`src/rtl/apb_pkg.sv`:
```
// Shared APB definitions: bus widths, select bit and the FSM state encoding
// common to the master and the completers.
package apb_pkg;

   localparam int APB_ADDR_W  = 9;
   localparam int APB_DATA_W  = 8;
   localparam int APB_SEL_BIT = 8;

   typedef enum logic [1:0] {
      IDLE   = 2'b00,
      SETUP  = 2'b01,
      ACCESS = 2'b10
   } apb_state_t;

   // True when a local offset falls outside a memory of the given depth
   function automatic logic addr_oob(input logic [APB_SEL_BIT-1:0] off, input int unsigned depth);
      return (32'(off) >= depth);
   endfunction

endpackage

```
`src/rtl/apb_slv_regfile.sv`:
```
// DEPTH x 8 storage for apb_slave_mem: synchronous write, asynchronous read,
// cleared to zero by the asynchronous reset.
module apb_slv_regfile
   import apb_pkg::*;
#(
   parameter int DEPTH = 64
) (
   input  logic                   CLK,
   input  logic                   RST_N,
   input  logic                   wr_en,
   input  logic [APB_SEL_BIT-1:0] wr_addr,
   input  logic [APB_DATA_W-1:0]  wr_data,
   input  logic [APB_SEL_BIT-1:0] rd_addr,
   output logic [APB_DATA_W-1:0]  rd_data
);

   localparam int IDX_W = (DEPTH > 1) ? $clog2(DEPTH) : 1;

   logic [APB_DATA_W-1:0] mem_r [DEPTH];

   // Storage array: whole-array clear on reset, guarded single-byte write
   always_ff @(posedge CLK or negedge RST_N) begin
      if (!RST_N) begin
         for (int i = 0; i < DEPTH; i++) begin
            mem_r[i] <= 8'h00;
         end
      end else if (wr_en && !addr_oob(wr_addr, DEPTH)) begin
         mem_r[wr_addr[IDX_W-1:0]] <= wr_data;
      end else begin
         mem_r <= mem_r;
      end
   end

   // Asynchronous read port; out-of-range offsets read as zero
   always_comb begin
      rd_data = 8'h00;
      if (!addr_oob(rd_addr, DEPTH)) begin
         rd_data = mem_r[rd_addr[IDX_W-1:0]];
      end else begin
         rd_data = 8'h00;
      end
   end

endmodule

```
`src/rtl/apb_slave_mem.sv`:
```
// APB completer fronting a byte-wide local memory, with PSLVERR on bad offsets.
// Wait states are inserted only when APB_SLV_WAIT_EN is defined; otherwise every transfer takes 2 cycles.
module apb_slave_mem
   import apb_pkg::*;
#(
   parameter int DEPTH       = 64,
   parameter int WAIT_STATES = 2
) (
   input  logic                  CLK,
   input  logic                  RST_N,
   input  logic                  PSEL,
   input  logic                  PEN,
   input  logic                  PWRITE,
   input  logic [APB_ADDR_W-1:0] PADDR,
   input  logic [APB_DATA_W-1:0] PWDATA,
   output logic [APB_DATA_W-1:0] PRDATA,
   output logic                  PREADY,
   output logic                  PSLVERR
);

   apb_state_t             state_r;
   logic [APB_SEL_BIT-1:0] off_r;
   logic                   wr_r;
   logic [APB_DATA_W-1:0]  wdata_r;
   logic                   err_r;

   logic                   start_s;
   logic                   bus_acc_s;
   logic                   err_in_s;
   logic                   wait_last_s;
   logic                   mem_we_s;
   logic                   resp_wr_s;
   logic                   resp_err_s;
   logic [APB_SEL_BIT-1:0] rd_addr_s;
   logic [APB_DATA_W-1:0]  rd_data_s;
   logic [APB_DATA_W-1:0]  resp_data_s;
   logic                   unused_s;

   // The select bit is decoded upstream by the master
   assign unused_s  = PADDR[APB_SEL_BIT];

   // The setup cycle is the one in which the bus shows setup form while we are not mid-access
   assign start_s   = (state_r != ACCESS) && PSEL && !PEN;
   assign bus_acc_s = PSEL && PEN;
   assign err_in_s  = addr_oob(PADDR[APB_SEL_BIT-1:0], DEPTH);
   assign mem_we_s  = (state_r == ACCESS) && PREADY && bus_acc_s && wr_r && !err_r;

`ifdef APB_SLV_WAIT_EN
   localparam logic [3:0] WAIT_C = 4'(WAIT_STATES);
   logic [3:0] cnt_r;

   // Wait-state counter: loaded at setup, counts down while the access phase is held
   always_ff @(posedge CLK or negedge RST_N) begin
      if (!RST_N) begin
         cnt_r <= 4'd0;
      end else if (start_s) begin
         cnt_r <= WAIT_C;
      end else if ((state_r == ACCESS) && !PREADY && bus_acc_s && (cnt_r != 4'd0)) begin
         cnt_r <= cnt_r - 4'd1;
      end else begin
         cnt_r <= 4'd0;
      end
   end

   assign wait_last_s = (cnt_r == 4'd1);
`else
   localparam logic [3:0] WAIT_C = 4'(WAIT_STATES) & 4'd0;
   assign wait_last_s = 1'b1;
`endif

   // Response source: live bus values in the setup cycle, latched values afterwards
   always_comb begin
      resp_wr_s   = wr_r;
      resp_err_s  = err_r;
      rd_addr_s   = off_r;
      resp_data_s = 8'h00;
      if (start_s) begin
         resp_wr_s  = PWRITE;
         resp_err_s = err_in_s;
         rd_addr_s  = PADDR[APB_SEL_BIT-1:0];
      end else begin
         resp_wr_s  = wr_r;
         resp_err_s = err_r;
         rd_addr_s  = off_r;
      end
      if (!resp_wr_s && !resp_err_s) begin
         resp_data_s = rd_data_s;
      end else begin
         resp_data_s = 8'h00;
      end
   end

   apb_slv_regfile #(
      .DEPTH (DEPTH)
   ) u_regfile (
      .CLK     (CLK),
      .RST_N   (RST_N),
      .wr_en   (mem_we_s),
      .wr_addr (off_r),
      .wr_data (wdata_r),
      .rd_addr (rd_addr_s),
      .rd_data (rd_data_s)
   );

   // Transfer FSM with registered PREADY/PSLVERR/PRDATA; responses last exactly one cycle
   always_ff @(posedge CLK or negedge RST_N) begin
      if (!RST_N) begin
         state_r <= IDLE;
         off_r   <= 8'h00;
         wr_r    <= 1'b0;
         wdata_r <= 8'h00;
         err_r   <= 1'b0;
         PREADY  <= 1'b0;
         PSLVERR <= 1'b0;
         PRDATA  <= 8'h00;
      end else begin
         PREADY  <= 1'b0;
         PSLVERR <= 1'b0;
         PRDATA  <= 8'h00;
         case (state_r)
            IDLE, SETUP: begin
               if (start_s) begin
                  off_r   <= PADDR[APB_SEL_BIT-1:0];
                  wr_r    <= PWRITE;
                  wdata_r <= PWDATA;
                  err_r   <= err_in_s;
                  state_r <= ACCESS;
                  if (WAIT_C == 4'd0) begin
                     PREADY  <= 1'b1;
                     PSLVERR <= err_in_s;
                     PRDATA  <= resp_data_s;
                  end else begin
                     PREADY  <= 1'b0;
                  end
               end else begin
                  state_r <= IDLE;
               end
            end
            ACCESS: begin
               if (PREADY) begin
                  // A held select means the master may start the next setup immediately
                  state_r <= bus_acc_s ? SETUP : IDLE;
               end else if (!bus_acc_s) begin
                  state_r <= IDLE;
               end else if (wait_last_s) begin
                  PREADY  <= 1'b1;
                  PSLVERR <= err_r;
                  PRDATA  <= resp_data_s;
               end else begin
                  state_r <= ACCESS;
               end
            end
            default: begin
               state_r <= IDLE;
            end
         endcase
      end
   end

endmodule

```
`config.mk`:
```
export PLATFORM = sky130hd
export DESIGN_NAME = apb_slave_mem
export DESIGN_NICKNAME = d
export VERILOG_FILES = /design/src/rtl/apb_pkg.sv /design/src/rtl/apb_slv_regfile.sv /design/src/rtl/apb_slave_mem.sv
export SDC_FILE = /design/constraint.sdc
export NUM_CORES = 1
export LEC_CHECK = 0
export CAP_MARGIN = 15
export CORE_ASPECT_RATIO = 0.9
export CORE_UTILIZATION = 57
export DETAILED_ROUTE_END_ITERATION = 10
export MAX_ROUTING_LAYER = met4
export PLACE_DENSITY = 0.76
export SYNTH_ARGS = -nofsm -noshare
export SYNTH_HDL_FRONTEND = slang
export SYNTH_HIERARCHICAL = 1
export SYNTH_SLANG_ARGS = --single-unit
```
`constraint.sdc`:
```
create_clock -name CLK -period 2.7 [get_ports CLK]
set_input_delay 0.54 -clock CLK [delete_from_list [all_inputs] [get_ports CLK]]
set_output_delay 0.54 -clock CLK [all_outputs]
set_load 0.02 [all_outputs]
```
# Word level (Yosys, flattened, before mapping)
# Cells that the tools add are included.
dict set report op_classes {
  muxes 28
  eq_ne 4
  magnitude_cmp 6
  n_reduce_logical 18
  bitwise 2
}
# cell count
set op_table {}
lappend op_table {{$bwmux W512} 1}
lappend op_table {{$mux W8} 9}
lappend op_table {{$bmux W8 S6} 1}
lappend op_table {{$demux W8 S6} 1}
lappend op_table {{$ge A8 B7 Y1 const B} 3}
lappend op_table {{$pmux W8 S2} 1}
lappend op_table {{$ge A7 B7 Y1 const B} 2}
lappend op_table {{$not A6 Y7} 2}
lappend op_table {{$logic_and A1 B1 Y1} 10}
lappend op_table {{$mux W1} 9}
lappend op_table {{$lt A7 B1 Y1 const B} 1}
lappend op_table {{$mux W2} 3}
lappend op_table {{$logic_not A1 Y1} 5}
lappend op_table {{$pmux W1 S2} 2}
lappend op_table {{$pmux W2 S2} 1}
lappend op_table {{$ne A3 B3 Y1 const B} 1}
lappend op_table {{$eq A2 B1 Y1 const B} 1}
lappend op_table {{$eq A2 B2 Y1 const B} 1}
lappend op_table {{$logic_not A2 Y1} 1}
lappend op_table {{$ne A2 B2 Y1 const B} 1}
lappend op_table {{$reduce_and A2 Y1} 1}
lappend op_table {{$reduce_or A2 Y1} 1}
dict set report word_totals {
  output_inout_bits 10
  wordCells 130
  register_bits 542
}

# Longest topological paths before layout
dict set report logic_depth {
  word_depth 13
  ltp_mapped 12
}

# Cells and area by module
# Netlist, hierarchy kept.
# mod cells_each n_inst seq_area_each_um2 area_each_um2
set by_module_without_submodules {}
lappend by_module_without_submodules {apb_slv_regfile 1514 1 12812.3 23647.7}
lappend by_module_without_submodules {apb_slave_mem 93 1 750.7 1286.2}

# Worst setup path after synthesis
# Ideal clock, no wire load.
dict set report synth_timing {
  kind {input to register}
  startpoint {input port PSEL}
  endpoint {register PRDATA[5]}
  stages 12
  setup_slack_ns -0.221
  t_required_ns 2.561
  arrival_time_ns 2.782
  path_buffers 3
  cell_sequence {nor2b_2 nand2_2 mux2_2 buf_4 buf_4 buf_2 mux4_2 a31oi_1 o211ai_1 a32o_1 inv_1 a211oi_1}
}
dict set report synth_via {
  elab_chain_len 12
}
# element line_no
set synth_lines {}
lappend synth_lines {{start, declared} apb_slave_mem.sv:11} ;# input logic PSEL,
lappend synth_lines {{$logic_and A1 B1 Y1 * (2 in series)} apb_slave_mem.sv:43} ;# assign start_s = (state_r != ACCESS) && PSEL && !PEN;
lappend synth_lines {{$mux W8 *} --}
lappend synth_lines {{net rd_addr_s[0]} apb_slave_mem.sv:34} ;# logic [APB_SEL_BIT-1:0] rd_addr_s;
lappend synth_lines {{$not A6 Y7 (implied by the code)} apb_slv_regfile.sv:38} ;# rd_data = mem_r[rd_addr[IDX_W-1:0]];
lappend synth_lines {{$bmux W8 S6} apb_slv_regfile.sv:38}
lappend synth_lines {{$mux W8 (implied by the code) (2 in series)} apb_slv_regfile.sv:38}
lappend synth_lines {{$mux W8 *} apb_slv_regfile.sv:37} ;# if (!addr_oob(rd_addr, DEPTH)) begin
lappend synth_lines {{net rd_data_s[5]} apb_slave_mem.sv:35} ;# logic [APB_DATA_W-1:0] rd_data_s;
lappend synth_lines {{$mux W8 *} apb_slave_mem.sv:86} ;# if (!resp_wr_s && !resp_err_s) begin
lappend synth_lines {{$mux W8} apb_slave_mem.sv:143} ;# end else if (!bus_acc_s) begin
lappend synth_lines {{$mux W8} apb_slave_mem.sv:140} ;# if (PREADY) begin
lappend synth_lines {{$pmux W8 S2 *} apb_slave_mem.sv:120} ;# case (state_r)
lappend synth_lines {{end signal, assigned} apb_slave_mem.sv:131} ;# PRDATA <= resp_data_s;
lappend synth_lines {{end signal, assigned} apb_slave_mem.sv:148} ;# PRDATA <= resp_data_s;
lappend synth_lines {{end, declared} apb_slave_mem.sv:16} ;# output logic [APB_DATA_W-1:0] PRDATA,
# The timed path passes the listed nets; every way through them passes the cells marked *. The select of a mux whose other input is x is not followed.
# A chain may end at the register's enable or synchronous reset.

# Final worst setup path
dict set report layout_timing {
  startpoint {register state_r[0]}
  endpoint {register PRDATA[3]}
}
dict set report layout_via {
  elab_chain_len 13
}
# element line_no
set layout_lines {}
lappend layout_lines {{start, declared} apb_slave_mem.sv:21} ;# apb_state_t state_r;
lappend layout_lines {{start signal, assigned} apb_slave_mem.sv:142} ;# state_r <= bus_acc_s ? SETUP : IDLE;
lappend layout_lines {{$ne A2 B2 Y1 *} apb_slave_mem.sv:43}
lappend layout_lines {{$logic_and A1 B1 Y1 * (2 in series)} apb_slave_mem.sv:43}
lappend layout_lines {{$mux W8 *} --}
lappend layout_lines {{net rd_addr_s[1]} apb_slave_mem.sv:34}
lappend layout_lines {{$not A6 Y7 (implied by the code)} apb_slv_regfile.sv:38}
lappend layout_lines {{$bmux W8 S6} apb_slv_regfile.sv:38}
lappend layout_lines {{$mux W8 (implied by the code) (2 in series)} apb_slv_regfile.sv:38}
lappend layout_lines {{$mux W8 *} apb_slv_regfile.sv:37}
lappend layout_lines {{net rd_data_s[3]} apb_slave_mem.sv:35}
lappend layout_lines {{$mux W8 *} apb_slave_mem.sv:86}
lappend layout_lines {{$mux W8} apb_slave_mem.sv:143}
lappend layout_lines {{$mux W8} apb_slave_mem.sv:140}
lappend layout_lines {{$pmux W8 S2 *} apb_slave_mem.sv:120}
# Marks and branches as above.

==> impl_metrics.tcl <==
set metrics [dict create \
    status "finished, violations left" \
    violations "setup timing" \
    path_cells "nand2b_4, nand2_8, mux2_8, buf_12, buf_12, buf_16, buf_4, mux4_2, o22ai_1, a211oi_1, a22o_1, inv_1, a211oi_1" \
    r2r_slack_ns -0.09 \
    critical-path-max-stage-delay_ns 0.43 \
    cp.arrival_ns 3.24 \
    grt_max_degree 84 \
    r2r_end "PRDATA[3]" \
    path_class "reg -> reg" \
    switching_share_pct 27.0 \
    pwr-share-clk_pct 40.1 \
    worst_pin_slew_ns 0.938 \
    p_int_mw 14.1 \
    synth_top_area_cell "dfrtp_1" \
    ios 32 \
    layout_setup_ws_ns -0.0902 \
    fin_tns_setup_ns -0.862 \
    power_frac_seq_pct 43.5 \
    synth_warnings 6 \
    power.switching_mw 5.20 \
    fin_crit_ns 2.79 \
    dpl_cell_area_mm2 0.0273 \
    grt_pass1_vias 16400 \
    htreeDepth 2 \
    antennaDiodeCount 0 \
    grt_overflow_total 0 \
    grt_use_total_pct 31.0 \
    slowest_stage "mux2_8" \
    synth_edf_count 0 \
    cts_tree "done" \
    io_buffers 30 \
    ys_seq_area_share_pct 54.4 \
    maxSlewViolCount 0 \
    worstPathRequired_ns 3.15 \
    antenna_found_initial 0 \
    drive_above_1_share_pct 58.8 \
    drt-wirelength-per-cell_um 27.3 \
    cp_max_fo 6 \
    start_util_pct 57.9 \
    antenna_left 0 \
    fillers 2771 \
    hold_viol_final 0 \
    num_vias 15400 \
    synth_area_leaders "dfrtp_1 54%, mux2_2 24%, mux4_2 11%, mux2i_1 1.2%, clkbuf_1 1.1%" \
    clock_latency_ns 0.61 \
    syn-cell-area_mm2 0.0249 \
    dp_hpwl_mm 42.8 \
    ctsLongestPathBuffers 3 \
    skew_ns 0.0139 \
    rsz0062_at_grt "yes" \
    setup_viol 42 \
    seqCellArea_mm2 0.0136 \
    root_buffer "clkbuf_16" \
    synth_top_area_share_pct 54.4 \
    wirelength_mm 65.2 \
    synth.distinct_cells 54 \
    crit_path_start_kind "flip-flop" \
    critPathBufInv 5 \
    synthArstFlopShare_pct 100 \
    syn_nets 1629 \
    cts.sinks 542 \
    finalInstanceArea_mm2 0.0303 \
    comb_power_share_pct 16.4 \
    place.gp.congestion 0.932 \
    final_util_pct 70.4 \
    drt_pre_antenna_iters 5 \
    coreArea_mm2 0.0431 \
    place_ws_ns -0.925 \
    slew_headroom_pct 37.3 \
    holdCritPathClass "in -> async" \
    grt_pass1_wl_mm 101 \
    finalNetCount 1816 \
    end_kind "flip-flop" \
    fmax_mhz 358 \
    multi_input_area_mm2 0.0116 \
    power.density_mw_per_mm2 636 \
    syn_avg_cell_area_um2 15.5 \
    fin_crit_sh_pct 103 \
    synthCells 1607 \
    ys_ff_latch 542 \
    die_x_um 222 \
    die_y_um 200 \
    dieArea_mm2 0.0446 \
    cp_top_family "multiplexers" \
    path_clk_slew_ns 0.06 \
    synth_top_flop_cell "dfrtp_1" \
    timing.rr.start "state_r[0]" \
    maxCapViolCount 0 \
    cts_buffers 54 \
    avgViaCountPerCell 6.43 \
    r2r_cells 13 \
    drt_iter0_drc 1186 \
    rows 72 \
    drc 0 \
    area_growth_pct 21.5 \
    leakage_nw 14.9 \
    ir_drop_mv 0.487 \
]
==> routing by layer <==
metal | vias up | global-route usage [%] | wire length [um]
met5 | - | - | 0
met4 | 0 | 10.3 | 2270
met3 | 153 | 6.15 | 4210
met2 | 517 | 46.9 | 31000
met1 | 8295 | 42.4 | 27700
li1 | 6411 | - | -
==> power groups by stage <==
stage	combinational [mW]	clock (mW)	sequential, mW
final	3.16	7.74	8.39
after CTS	2.97	7.86	8.38
after floorplan	1.54	0	8.38
after global routing	3.31	8.17	8.39
after global placement	2.65	0	8.53
after detailed placement	2.67	0	8.53
==> kinds of logic (layout without fill, tap and decap cells) <==
group / count (synthesis) / in the layout / share of synthesized area [%]
mux: 696 / 697 / 36.7
flops: 542 / 542 / 54.4
compound gates: 92 / 92 / 2.66
simple gates: 149 / 149 / 3.92
buf+inv: 128 / 357 / 2.27
==> final cells by class <==
cell class,instances,share of cell area (%)
Inverter,13,0.161
Timing Repair Buffer,245,8.37
Sequential cell,542,44.8
Tap cell,555,2.29
Multi-Input combinational cell,938,38.3
Clock inverter,13,0.400
Clock buffer,86,5.73
==> sequential cells by signal, indices dropped and copies added (netlist names) <==
signal and count:
u_regfile/mem_r 512, PRDATA 8, off_r 8, wdata_r 8
state_r 2, PREADY 1, PSLVERR 1, err_r 1
wr_r 1
==> placed cells by master (no fill, tap or decap), drive strengths merged, types with 5 or more instances in the layout <==
master and n:
mux2i 31, a211oi 19, clkbuf 87, nand3b 5
a211o 8, clkinv 9, buf 212, o221ai 9
mux4 121, o21ai 17, a22o 6, clkdlybuf4s50 27
mux2 545, o22ai 22, or3b 6, nand2 58
nand2b 9, nor2 30, dfrtp 542, and2 9
inv 14, or2 5, nor2b 6
==> Yosys cell counts (12+ instances only) <==
master / count
o21ai_0: 16
mux2_2: 527
mux4_2: 121
nor2_1: 16
buf_2: 21
clkbuf_1: 70
mux2_1: 17
dfrtp_1: 542
buf_1: 13
nand2_1: 33
nand2_2: 25
mux2i_1: 31
o22ai_1: 22
a211oi_1: 19
inv_1: 12
==> repair_timing <==
item / 4_1_cts / 5_1_grt
setup buffers: 11 / 10
gates cloned: 4 / 1
resized for setup: 99 / 93
endpoints found under the setup margin: 264 / 238
hold buffers: 1 / 0
pin swaps: 10 / 18
hold endpoints to repair: 52 / 0
==> worst reg2reg max path: stages (launching register included) <==
cell and delay [ns]:
dfrtp_1 0.40, nand2b_4 0.18, nand2_8 0.11, mux2_8 0.43, buf_12 0.18, buf_12 0.14
buf_16 0.14, buf_4 0.14, mux4_2 0.29, o22ai_1 0.21, a211oi_1 0.09, a22o_1 0.24
inv_1 0.06, a211oi_1 0.04
==> how the worst max path moves through the flow <==
| stage | startpoint | endpoint | slack, ns | depth (start not counted) |
|---|---|---|---|---|
| 2_1_floorplan | PSEL | PRDATA[6] | -0.02 | 11 |
| 3_3_place_gp | PSEL | PRDATA[6] | -0.89 | 14 |
| 3_5_place_dp | PSEL | PRDATA[3] | -0.93 | 12 |
| 6_report | state_r[0] | PRDATA[3] | -0.09 | 13 |
| 5_1_grt | state_r[0] | PRDATA[3] | -0.14 | 11 |
| 4_1_cts | state_r[0] | PRDATA[1] | -0.05 | 10 |
==> stage by stage <==
step / hold WS (ns) / power (mW) / std cells
finish: 0.498 / 19.3 / 2392
floorplan: 0.244 / 9.93 / 1607
CTS: 0.482 / 19.2 / 2381
global route: 0.512 / 19.9 / 2392
detailed placement: 0.481 / 11.2 / 2266
global placement: 0.471 / 11.2 / 2266
Note: power is estimated with default switching activity, not from simulation.
